==> src/rtl/div_sched_pkg.sv <==
// div_sched shared types: FSM state encoding and default sizing.
package div_sched_pkg;

    typedef enum logic [1:0] {
        IDLE     = 2'd0,
        RUN      = 2'd1,
        STOPPING = 2'd2
    } state_t;

    localparam int DEF_PRESCALE = 1000000;
    localparam int DEF_PW       = 8;

endpackage

==> src/rtl/div_sched_chan.sv <==
// One divider channel: period/enable, base-tick counter, tick strobe.
// Optional square-wave output built only with DIV_SCHED_SQW_EN.
module div_sched_chan
    import div_sched_pkg::*;
#(
    parameter int PW = DEF_PW
) (
    input  logic          clk,
    input  logic          rst_n,
    input  logic          base_tick,
    input  logic          clr,
    input  logic          wr,
    input  logic [PW-1:0] wr_period,
    input  logic          wr_en,
    output logic          tick,
    output logic          clk_div
);

    logic [PW-1:0] period;
    logic [PW-1:0] ccnt;
    logic          en;
    logic          adv;
    logic          wrap;

    assign adv  = base_tick & en & (period != '0);
    assign wrap = (ccnt == period - PW'(1));

    // A clear on entry to IDLE still lets the final due tick out.
    always_ff @(posedge clk) begin
        if (!rst_n) begin
            period <= '0;
            en     <= 1'b0;
            ccnt   <= '0;
            tick   <= 1'b0;
        end else begin
            tick <= adv & wrap;
            if (wr) begin
                period <= wr_period;
                en     <= wr_en;
                ccnt   <= '0;
            end else if (clr) begin
                ccnt <= '0;
            end else if (adv) begin
                ccnt <= wrap ? '0 : ccnt + PW'(1);
            end
        end
    end

`ifdef DIV_SCHED_SQW_EN
    logic sqw;

    always_ff @(posedge clk) begin
        if (!rst_n) begin
            sqw <= 1'b0;
        end else if (wr || clr) begin
            sqw <= 1'b0;
        end else if (adv && wrap) begin
            sqw <= ~sqw;
        end
    end

    assign clk_div = sqw;
`else
    assign clk_div = 1'b0;
`endif

endmodule

==> src/rtl/div_sched.sv <==
// Multi-channel divider scheduler: FSM, shared prescaler, config decode.
// Define DIV_SCHED_SQW_EN to build per-channel square-wave outputs.
module div_sched
    import div_sched_pkg::*;
#(
    parameter int NCH      = 4,
    parameter int PRESCALE = DEF_PRESCALE,
    parameter int PW       = DEF_PW,
    parameter int CW       = (NCH > 1) ? $clog2(NCH) : 1
) (
    input  logic           clk,
    input  logic           rst_n,
    input  logic           start,
    input  logic           stop,
    input  logic           cfg_valid,
    output logic           cfg_ready,
    input  logic [CW-1:0]  cfg_ch,
    input  logic [PW-1:0]  cfg_period,
    input  logic           cfg_en,
    output logic           busy,
    output logic           base_tick,
    output logic [NCH-1:0] tick,
    output logic [NCH-1:0] clk_div
);

    localparam int PCW = $clog2(PRESCALE);

    state_t         state;
    state_t         state_nxt;
    logic [PCW-1:0] pcnt;
    logic           enter_idle;
    logic           cfg_fire;

    assign busy       = (state != IDLE);
    assign base_tick  = busy && (pcnt == PCW'(PRESCALE - 1));
    assign cfg_ready  = ~base_tick;
    assign cfg_fire   = cfg_valid & cfg_ready;
    assign enter_idle = busy && (state_nxt == IDLE);

    always_ff @(posedge clk) begin
        if (!rst_n) begin
            state <= IDLE;
        end else begin
            state <= state_nxt;
        end
    end

    // A start in STOPPING cancels the stop even on the final base tick.
    always_comb begin
        state_nxt = state;
        unique case (state)
            IDLE: begin
                if (start && !stop) state_nxt = RUN;
            end
            RUN: begin
                if (stop) state_nxt = STOPPING;
            end
            STOPPING: begin
                if (start && !stop) state_nxt = RUN;
                else if (base_tick) state_nxt = IDLE;
            end
            default: state_nxt = IDLE;
        endcase
    end

    always_ff @(posedge clk) begin
        if (!rst_n) begin
            pcnt <= '0;
        end else if (!busy || base_tick) begin
            pcnt <= '0;
        end else begin
            pcnt <= pcnt + PCW'(1);
        end
    end

    for (genvar i = 0; i < NCH; i++) begin : g_chan
        div_sched_chan #(
            .PW(PW)
        ) u_chan (
            .clk      (clk),
            .rst_n    (rst_n),
            .base_tick(base_tick),
            .clr      (enter_idle),
            .wr       (cfg_fire && (cfg_ch == CW'(i))),
            .wr_period(cfg_period),
            .wr_en    (cfg_en),
            .tick     (tick[i]),
            .clk_div  (clk_div[i])
        );
    end

endmodule
==> config.mk <==
export PLATFORM = sky130hd
export DESIGN_NAME = div_sched
export DESIGN_NICKNAME = d
export VERILOG_FILES = /design/src/rtl/div_sched_pkg.sv /design/src/rtl/div_sched_chan.sv /design/src/rtl/div_sched.sv
export SDC_FILE = /design/constraint.sdc
export NUM_CORES = 1
export LEC_CHECK = 0
export CORE_MARGIN = 3
export CORE_UTILIZATION = 60
export CTS_CLUSTER_SIZE = 20
export DETAILED_ROUTE_END_ITERATION = 8
export GPL_ROUTABILITY_DRIVEN = 0
export PLACE_DENSITY = 0.77
export SLEW_MARGIN = 10
export SYNTH_ARGS = -nofsm -noshare
export SYNTH_HDL_FRONTEND = slang
export SYNTH_SLANG_ARGS = --single-unit
==> constraint.sdc <==
create_clock -name clk -period 6 [get_ports clk]
set_clock_uncertainty 0.1 [all_clocks]
set_input_delay 0.9 -clock clk [delete_from_list [all_inputs] [get_ports clk]]
set_output_delay 0.9 -clock clk [all_outputs]
set_load 0.01 [all_outputs]
# ---- After elaboration in Yosys (flattened, before gate mapping)
# Index checks and enable logic that the tools add are counted.
dict set report word_totals {
  regBits 94
  inputBits 16
  elab_cells 84
}
dict set report op_classes {
  n_addsub 9
  n_eq_ne 10
  muxes 9
  bitwise 15
  n_reduce_logical 23
}
# cell count
set ops {}
lappend ops {{$add A8 B1 Y8 const B} 4}
lappend ops {{$eq A8 B8 Y1} 4}
lappend ops {{$mux W8} 4}
lappend ops {{$reduce_bool A8 Y1} 4}
lappend ops {{$sub A8 B1 Y8 const B} 4}
lappend ops {{$add A20 B1 Y20 const B} 1}
lappend ops {{$eq A20 B20 Y1 const B} 1}
lappend ops {{$and A1 B1 Y1} 13}
lappend ops {{$reduce_or A3 Y1} 4}
lappend ops {{$mux W2} 4}
lappend ops {{$logic_and A1 B1 Y1} 7}
lappend ops {{$eq A2 B2 Y1 const B} 3}
lappend ops {{$logic_not A2 Y1} 3}
lappend ops {{$pmux W2 S3} 1}
lappend ops {{$eq A2 B1 Y1 const B} 2}
lappend ops {{$logic_not A1 Y1} 2}
lappend ops {{$not A1 Y1} 2}
lappend ops {{$reduce_bool A2 Y1} 1}
lappend ops {{$reduce_or A2 Y1} 1}
lappend ops {{$logic_or A1 B1 Y1} 1}

# ---- Longest topological paths before layout
# Gate-level depths: netlist of the first run.
dict set report logic_depth {
  ltp_word 8
  mapped_depth 9
  ltp_nobuf 8
}

# ---- Hierarchy
# A second synthesis of the first run with hierarchy kept.
dict set report hier_totals {
  cells_unflattened 591
  hier_area_um2 5322.6
}
# mod instances cells_each area_per_inst_um2 seq_area_each_um2
set modules_own_cells {}
lappend modules_own_cells {div_sched_chan 4 116 1058.5 360.3}
lappend modules_own_cells {div_sched 1 127 1088.5 440.4}

# ---- Worst setup path before layout of the first run
# Ideal clock, no wire load.
dict set report synth_timing {
  kind {flip-flop to output port}
  from {register pcnt[0]}
  to {output port cfg_ready}
  arrival_time_ns 1.522
  required_time_ns 5.000
  slack_ns 3.478
  stages_incl_launch_ff 6
  cell_sequence {dfxtp_1 -> ha_1 -> nand3_1 -> or4_4 -> nor3_2 -> inv_2}
}
dict set report synth_via {
  elab_chain_len 3
}
# element line_no
set synth_rtl {}
lappend synth_rtl {{start, declared} div_sched.sv:30} ;# logic [PCW-1:0] pcnt;
lappend synth_rtl {{start signal, assigned} div_sched.sv:72} ;# pcnt <= pcnt + PCW'(1);
lappend synth_rtl {{$eq A20 B20 Y1} div_sched.sv:35} ;# assign base_tick = busy && (pcnt == PCW'(PRESCALE - 1));
lappend synth_rtl {{$logic_and A1 B1 Y1} div_sched.sv:35}
lappend synth_rtl {{named net base_tick} div_sched.sv:21} ;# output logic base_tick,
lappend synth_rtl {{$not A1 Y1} div_sched.sv:36} ;# assign cfg_ready = ~base_tick;
lappend synth_rtl {{end, declared} div_sched.sv:16} ;# output logic cfg_ready,
# The timed path passes the listed nets, and every way through them passes these cells.

# ---- Worst setup path in the final report of the first run
dict set report layout_timing {
  from {register pcnt[0]}
  to {output port cfg_ready}
}
dict set report layout_via {
  elab_chain_len 3
}
# element line_no
set layout_rtl {}
lappend layout_rtl {{$eq A20 B20 Y1} div_sched.sv:35}
lappend layout_rtl {{$logic_and A1 B1 Y1} div_sched.sv:35}
lappend layout_rtl {{$not A1 Y1} div_sched.sv:36}
# Every way passes these cells.

==> run summary, run 1 <==
After layout, the minimum clock period comes to 3520 ps. Adding up every negative setup slack in the final design gives 0 ps. The sequential area share after synthesis is 0.380, and the number of unique standard cell types used by synthesis is 56. In this run, the number of DRC markers left after iteration 0 of detailed routing was 176. The post-placement setup slack is 2880 ps.

The effective utilization at floorplan is 0.628, and the total CTS buffers is 9. The residual antenna-violating net count after detailed routing came out at 0. The post-synthesis to final-layout area growth was 9.95%. The number of hold buffers added after CTS was 0.

Summing all non-filler instances in the final layout gives an area of 5450 µm². For the instance area after placement, the log shows 5180 µm². The number of design rule violations left after detail routing is 0. Setup repair after global routing left no endpoint under its margin. The count of buffers inserted at the top-level ports was 22.

For the number of warnings issued by yosys, the log shows 0. For this run, the leading register cell type out of synthesis is dfxtp_1. In this run, post-CTS repair resized a total of 0 instances. The count of H-tree levels built during CTS was 3.

The overall die area is 9390 µm², and the die span in y is 96.9 µm. Clock latency on the worst-skew pair, taken at its later pin, is 360 ps. The number of endpoints with negative hold slack in the final report is 0, and the global-route wire length before repair is 18000 µm. The routed layout has 4014 vias.

Setup violations remaining at the end of the flow were counted as 0. STA classifies the critical path endpoint as a primary output. In this run the worst hold path is classified as reg -> reg.

Synthesis handed over a netlist of 575 instances. The share of async-settable or async-resettable flops after synthesis is 0, and the max-slew violation count is 0. The longest clock path from root to sink contains 2 buffers.

The clock net in this run drives a total of 94 sinks. The repair_antennas step left the layout with diodes totalling 0. Areal power density over the cells: 239 nW/µm².

The count of flip-flops with a built-in enable after synthesis was 0. The logs give 2520 ps for the critical path arrival and 0.519 for the worst slew slack as a fraction of its limit. STA classifies the critical path startpoint as a register.

The leakage dissipation is 2.17 nW, and the number of detailed-routing iterations run before antenna repair is 4. Yosys attributes the largest share of cell area to dfxtp_1, mux2i_1, nor2_1, xnor2_1, xor2_1. The filler cells instantiated in the layout total 626.

Detailed placement finished with a half-perimeter wire length of 7570 µm. For the worst setup path, the data required time is 5000 ps. In this run the worst path has a maximum fanout of 5. The fraction of final layout cells with drive strength greater than 1 works out to 0.0574. The slew of the pin with the lowest slew margin was 718 ps.

The via count of the first global-routing pass is 3803. After detailed routing, the number of vias per cell comes to 5.78. Excluding fillers, the count of instances in the completed layout stands at 694.

The floorplan has 32 rows. The run gives 27 as the I/O pin count. For the post-synth design cell area, the log shows 4960 µm².

Entering global routing, the biggest net connects 41 pins. The tool flagged a number of max-cap violations equal to 0. TritonCTS built the clock tree.

The power consumption came out at 1.30 mW. The share of the cycle needed by the critical path after routing is 0.587. The total overflow left after global routing is 0. The total number of nets in the final design was 612. In the final routed layout, each cell accounts on average for 15.1 µm.

After synthesis, the mean cell area works out to 8.62 µm². The routed design has 10500 µm of wire. The overall die width came out at 96.9 µm. For the worst voltage drop across the vdd grid, the log shows 140 µV. The worst setup path is of the reg -> out kind.

The clock-pin transition on the worst setup and hold timing paths works out to 90 ps. After floorplanning, the core was sized to cover 7890 µm². In this run the clock root is driven by a clkbuf_8. For this run, the top clock speed supported by timing is 284 MHz. Including well taps, the total number of placed cells is 678. For the total routing resource utilization after global routing, the log shows 0.227. The flow ran to the end, and the final reports show no timing, DRC or antenna violations.

The number of antenna violations at the first check in global routing was 0. After synthesis the netlist holds a flip-flop and latch count of 94. The number of buffers inserted by post-CTS setup repair came out at 0. The cell accounting for the most synthesized area was dfxtp_1. The fraction of post-synthesis cell area in the top cell type by area is 0.380.

The tools report the post-layout worst setup margin as 2480 ps.
[cell families after synthesis]
group,after synthesis,share of synthesized area
adder cells (fa/ha/maj),9,0.0227
buffers and inverters,49,0.0475
AO/OA/AOI/OAI,43,0.0649
AND/OR/NAND/NOR,257,0.259
multiplexers,39,0.0788
XOR/XNOR,83,0.147
other,1,0.000757
flip-flops,94,0.380
[power breakdown]
group	internal (mW)	switching, mW
clock	0.320	0.227
combinational	0.0489	0.0624
sequential	0.633	0.0121
[synth_stat cells, types with 4 or more instances]
library cell	n
nand3_1	24
xnor2_1	43
nor4_1	4
buf_4	11
o211ai_1	7
nor3_2	5
o21ai_0	9
mux2i_1	39
nand2_1	33
inv_1	22
dfxtp_1	94
ha_1	9
nor2_1	103
nand2b_1	4
nand4_1	16
or3_1	5
and2_1	5
xor2_1	40
nor3_1	26
and3_1	9
clkbuf_1	12
[registers in the layout, summed over array words and instances (netlist names)]
register and cells:
g_chan.u_chan.ccnt 32, g_chan.u_chan.en 4, g_chan.u_chan.period 32, g_chan.u_chan.tick 4, pcnt 20, state 2
[cells in the final DEF, fill, tap and decap left out, types with 3 or more instances in the layout]
| cell | count |
|---|---|
| nor2_1 | 103 |
| dfxtp_1 | 94 |
| xnor2_1 | 43 |
| xor2_1 | 40 |
| mux2i_1 | 39 |
| nand2_1 | 33 |
| nor3_1 | 26 |
| nand3_1 | 24 |
| inv_1 | 22 |
| clkdlybuf4s50_1 | 22 |
| nand4_1 | 16 |
| and3_1 | 9 |
| o21ai_0 | 9 |
| ha_1 | 9 |
| clkbuf_8 | 9 |
| o211ai_1 | 7 |
| nor3_2 | 5 |
| and2_1 | 5 |
| or3_1 | 5 |
| nand2b_1 | 4 |
| nor4_1 | 4 |
| conb_1 | 4 |
| bufinv_16 | 4 |
| or4_1 | 3 |
| a21oi_1 | 3 |
| a31oi_1 | 3 |
[per-stage QoR]
stage,util,hold slack (ps)
final,0.691,385
after global routing,0.691,411
after CTS,0.691,387
after detailed placement,0.657,366
after global placement,0.657,345
after floorplan,-,330
[critical path, cell delays in order (launching register included)]
cell and delay, ps:
dfxtp_1 390, ha_1 220, nand3_1 120, or4_4 540, nor3_2 290, inv_2 110, clkdlybuf4s50_1 500
[layout make-up]
| type | count | area [µm²] | area share |
|---|---|---|---|
| Tap cell | 102 | 128 | 0.0234 |
| Clock inverter | 7 | 144 | 0.0264 |
| Inverter | 23 | 86.3 | 0.0158 |
| Sequential cell | 94 | 1880 | 0.345 |
| Clock buffer | 9 | 124 | 0.0227 |
| Timing Repair Buffer | 24 | 235 | 0.0432 |
| Multi-Input combinational cell | 435 | 2850 | 0.523 |
[metal layers]
metal  routed length [µm]  track usage
met1                 4740        0.301
met5                    0            0
met2                 5000        0.383
met3                  551       0.0281
met4                  196       0.0756
[path summary, 6_finish.rpt]
| check | from | endpoint | slack, ps | cells after the start |
|---|---|---|---|---|
| max | pcnt[0] | cfg_ready | 2480 | 6 |
| min | pcnt[0] | pcnt[0] | 390 | 1 |
| max reg2reg | pcnt[0] | g_chan[1].u_chan.ccnt[2] | 3000 | 8 |
| min reg2reg | pcnt[0] | pcnt[0] | 390 | 1 |
No activity file was read; power rests on OpenSTA's default activity.
==> run 2: changes to the inputs <==
clock period = 3.55 ns   (was 6 ns; I/O delays follow)
==> run 2 against run 1 <==
Effect of this change: first-iteration DRC count fell by 15%; largest cell class unchanged; worst hold slack improved by 1.1 ps; critical endpoint is now base_tick; largest power group unchanged; cell count rose by 0.43%.
==> run summary, run 2 (synthesized netlist as in run 1, its figures left out) <==
The detailed router placed 3978 vias in this run. The first global-routing pass estimated 17600 µm of wire. TritonCTS built the clock tree. The type of element launching the critical path was a register.

The first detailed-routing pass ran for 4 iterations. The logs give 0.628 for the effective utilization at floorplan and 244 µV for the worst voltage drop across the vdd grid. The run gives 0 as the residual antenna-violating net count after detailed routing. Clock-pin slew was measured on the worst setup and hold paths at 100 ps.

The slew of the pin with the lowest slew margin works out to 768 ps. The instance area after placement is 5200 µm², and the maximum count of clock buffers along a single path is 2. Port buffering added 22 buffers. The number of antenna violations at the first check in global routing was 0.

Once placement completed, the tool counted placed cells totaling 681. The area growth from synthesis to layout is 8.84%. For the sum of routed wire length over all layers, the log shows 10300 µm. The flow ran to the end, and the final reports show no timing, DRC or antenna violations.

For the max-cap violation count, the log shows 0. Summing internal, switching and leakage power gives 1.96 mW. The overall die width was 96.9 µm; the total routing resource utilization after global routing was 0.222. After routing, the total negative slack on setup checks comes to 0 ps. Max-slew violation count: 0. Of all nets on the critical path, the largest fanout is 5.

Setup repair after global routing left no endpoint under its margin. The tools report the sink count of the clock tree as 94. The repair_antennas step left the layout with diodes totalling 0. The logs give 0 for the total of hold buffers inserted after clock tree synthesis and 0 for the total global routing overflow.

Via count of the first global-routing pass: 3715. The time the worst path needs with I/O delays and setup was 3130 ps; the final cell count without fillers was 697. Setup violations remaining at the end of the flow were counted as 0.

The tools report the total of cells resized after clock tree synthesis as 0. The tools report the number of endpoints with negative hold slack in the final report as 0. Buffers inserted during clock tree synthesis total 9. From bottom edge to top edge, the die measures 96.9 µm. After detailed routing, the number of remaining DRC violations is 0.

The tools report the highest achievable clock rate as 320 MHz. In this run the standard cell core region covers 7890 µm². Routed length per placed instance: 14.7 µm. In the layout the commonest cells are nor2_1, dfxtp_1, xnor2_1, xor2_1, mux2i_1. The fraction of final layout cells with drive strength greater than 1 was 0.0622; the share of the core filled with cells in the final layout was 0.684. The logs give 2.15 nW for the leakage dissipation and 9390 µm² for the overall die area. The logs give 1880 µm² for the sequential standard cell area and 615 for the total number of nets in the final design.

After filler insertion, the fill cell instance count of the layout stands at 661. The clock insertion delay at the later pin of the skew report came out at 360 ps. The share of the cycle needed by the critical path after routing came out at 0.881. Using the TritonRoute via totals, the vias-per-cell ratio works out to 5.71.

Power spread over the standard cell area amounts to 363 nW/µm². The largest registers in the layout are g_chan.u_chan.ccnt x32, g_chan.u_chan.period x32, pcnt x20. Most common cell after layout, fill and taps aside: nor2_1.

The worst slew slack as a fraction of its limit was 0.487. The multi-input combinational cells in the finished layout cover a total of 2850 µm². Detailed placement finished with a half-perimeter wire length of 7600 µm. After routing the design area is 5390 µm². The class of the tightest hold or removal check was reg -> reg.

The critical path arrival was 2490 ps; the I/O pin count was 27. The number of buffers inserted by post-CTS setup repair was 0; the count of H-tree levels built during CTS was 3. STA classifies the critical path endpoint as a primary output.

In this run the core area contains 32 standard-cell rows. For the worst setup path, the data required time is 2920 ps. The tools report the cell at the root of the clock tree as clkbuf_8. The critical path class was reg -> out.

The pin count of the biggest net entering global routing is 28, and the DRC violation total after the first TritonRoute iteration is 149.
-- run 2: path summary, 6_finish.rpt --
| check | startpoint | to | slack, ps | depth (start not counted) |
|---|---|---|---|---|
| max | pcnt[0] | base_tick | 420 | 5 |
| min | pcnt[0] | pcnt[0] | 390 | 1 |
| max reg2reg | pcnt[0] | g_chan[1].u_chan.ccnt[5] | 700 | 8 |
| min reg2reg | pcnt[0] | pcnt[0] | 390 | 1 |
-- run 2: worst max-delay path: stages, from the launching register on --
cell	delay (ps)
dfxtp_1	390
ha_1	220
nand3_1	110
or4_4	540
nor3_2	270
clkdlybuf4s50_1	610
-- run 2: final cells by class --
type                    instances  share of cell area
multi-input cells             435               0.528
flip-flops and latches         94               0.349
repair buffers                 27              0.0478
well taps                     102              0.0237
clock buffers                   9              0.0230
inverters                      23              0.0160
clock inverters                 7              0.0123
-- run 2: per-stage QoR --
stage | setup slack [ps] | hold WS (ps)
3_3_place_gp | 841 | 342
3_5_place_dp | 733 | 356
2_1_floorplan | 1180 | 330
5_1_grt | 318 | 402
6_report | 423 | 386
4_1_cts | 400 | 386
-- run 2: report_power, final --
part / internal [mW] / switching, mW
clock: 0.273 / 0.409
sequential: 1.07 / 0.0202
combinational: 0.0833 / 0.104
-- run 2: layer usage --
metal | GRT usage | routed length [µm] | part of all wire | vias up
li1 | - | - | - | 2008
met4 | 0.0626 | 122 | 0.012 | 0
met3 | 0.0332 | 427 | 0.042 | 12
met2 | 0.378 | 4980 | 0.49 | 69
met5 | 0 | 0 | 0 | -
met1 | 0.293 | 4720 | 0.46 | 1889
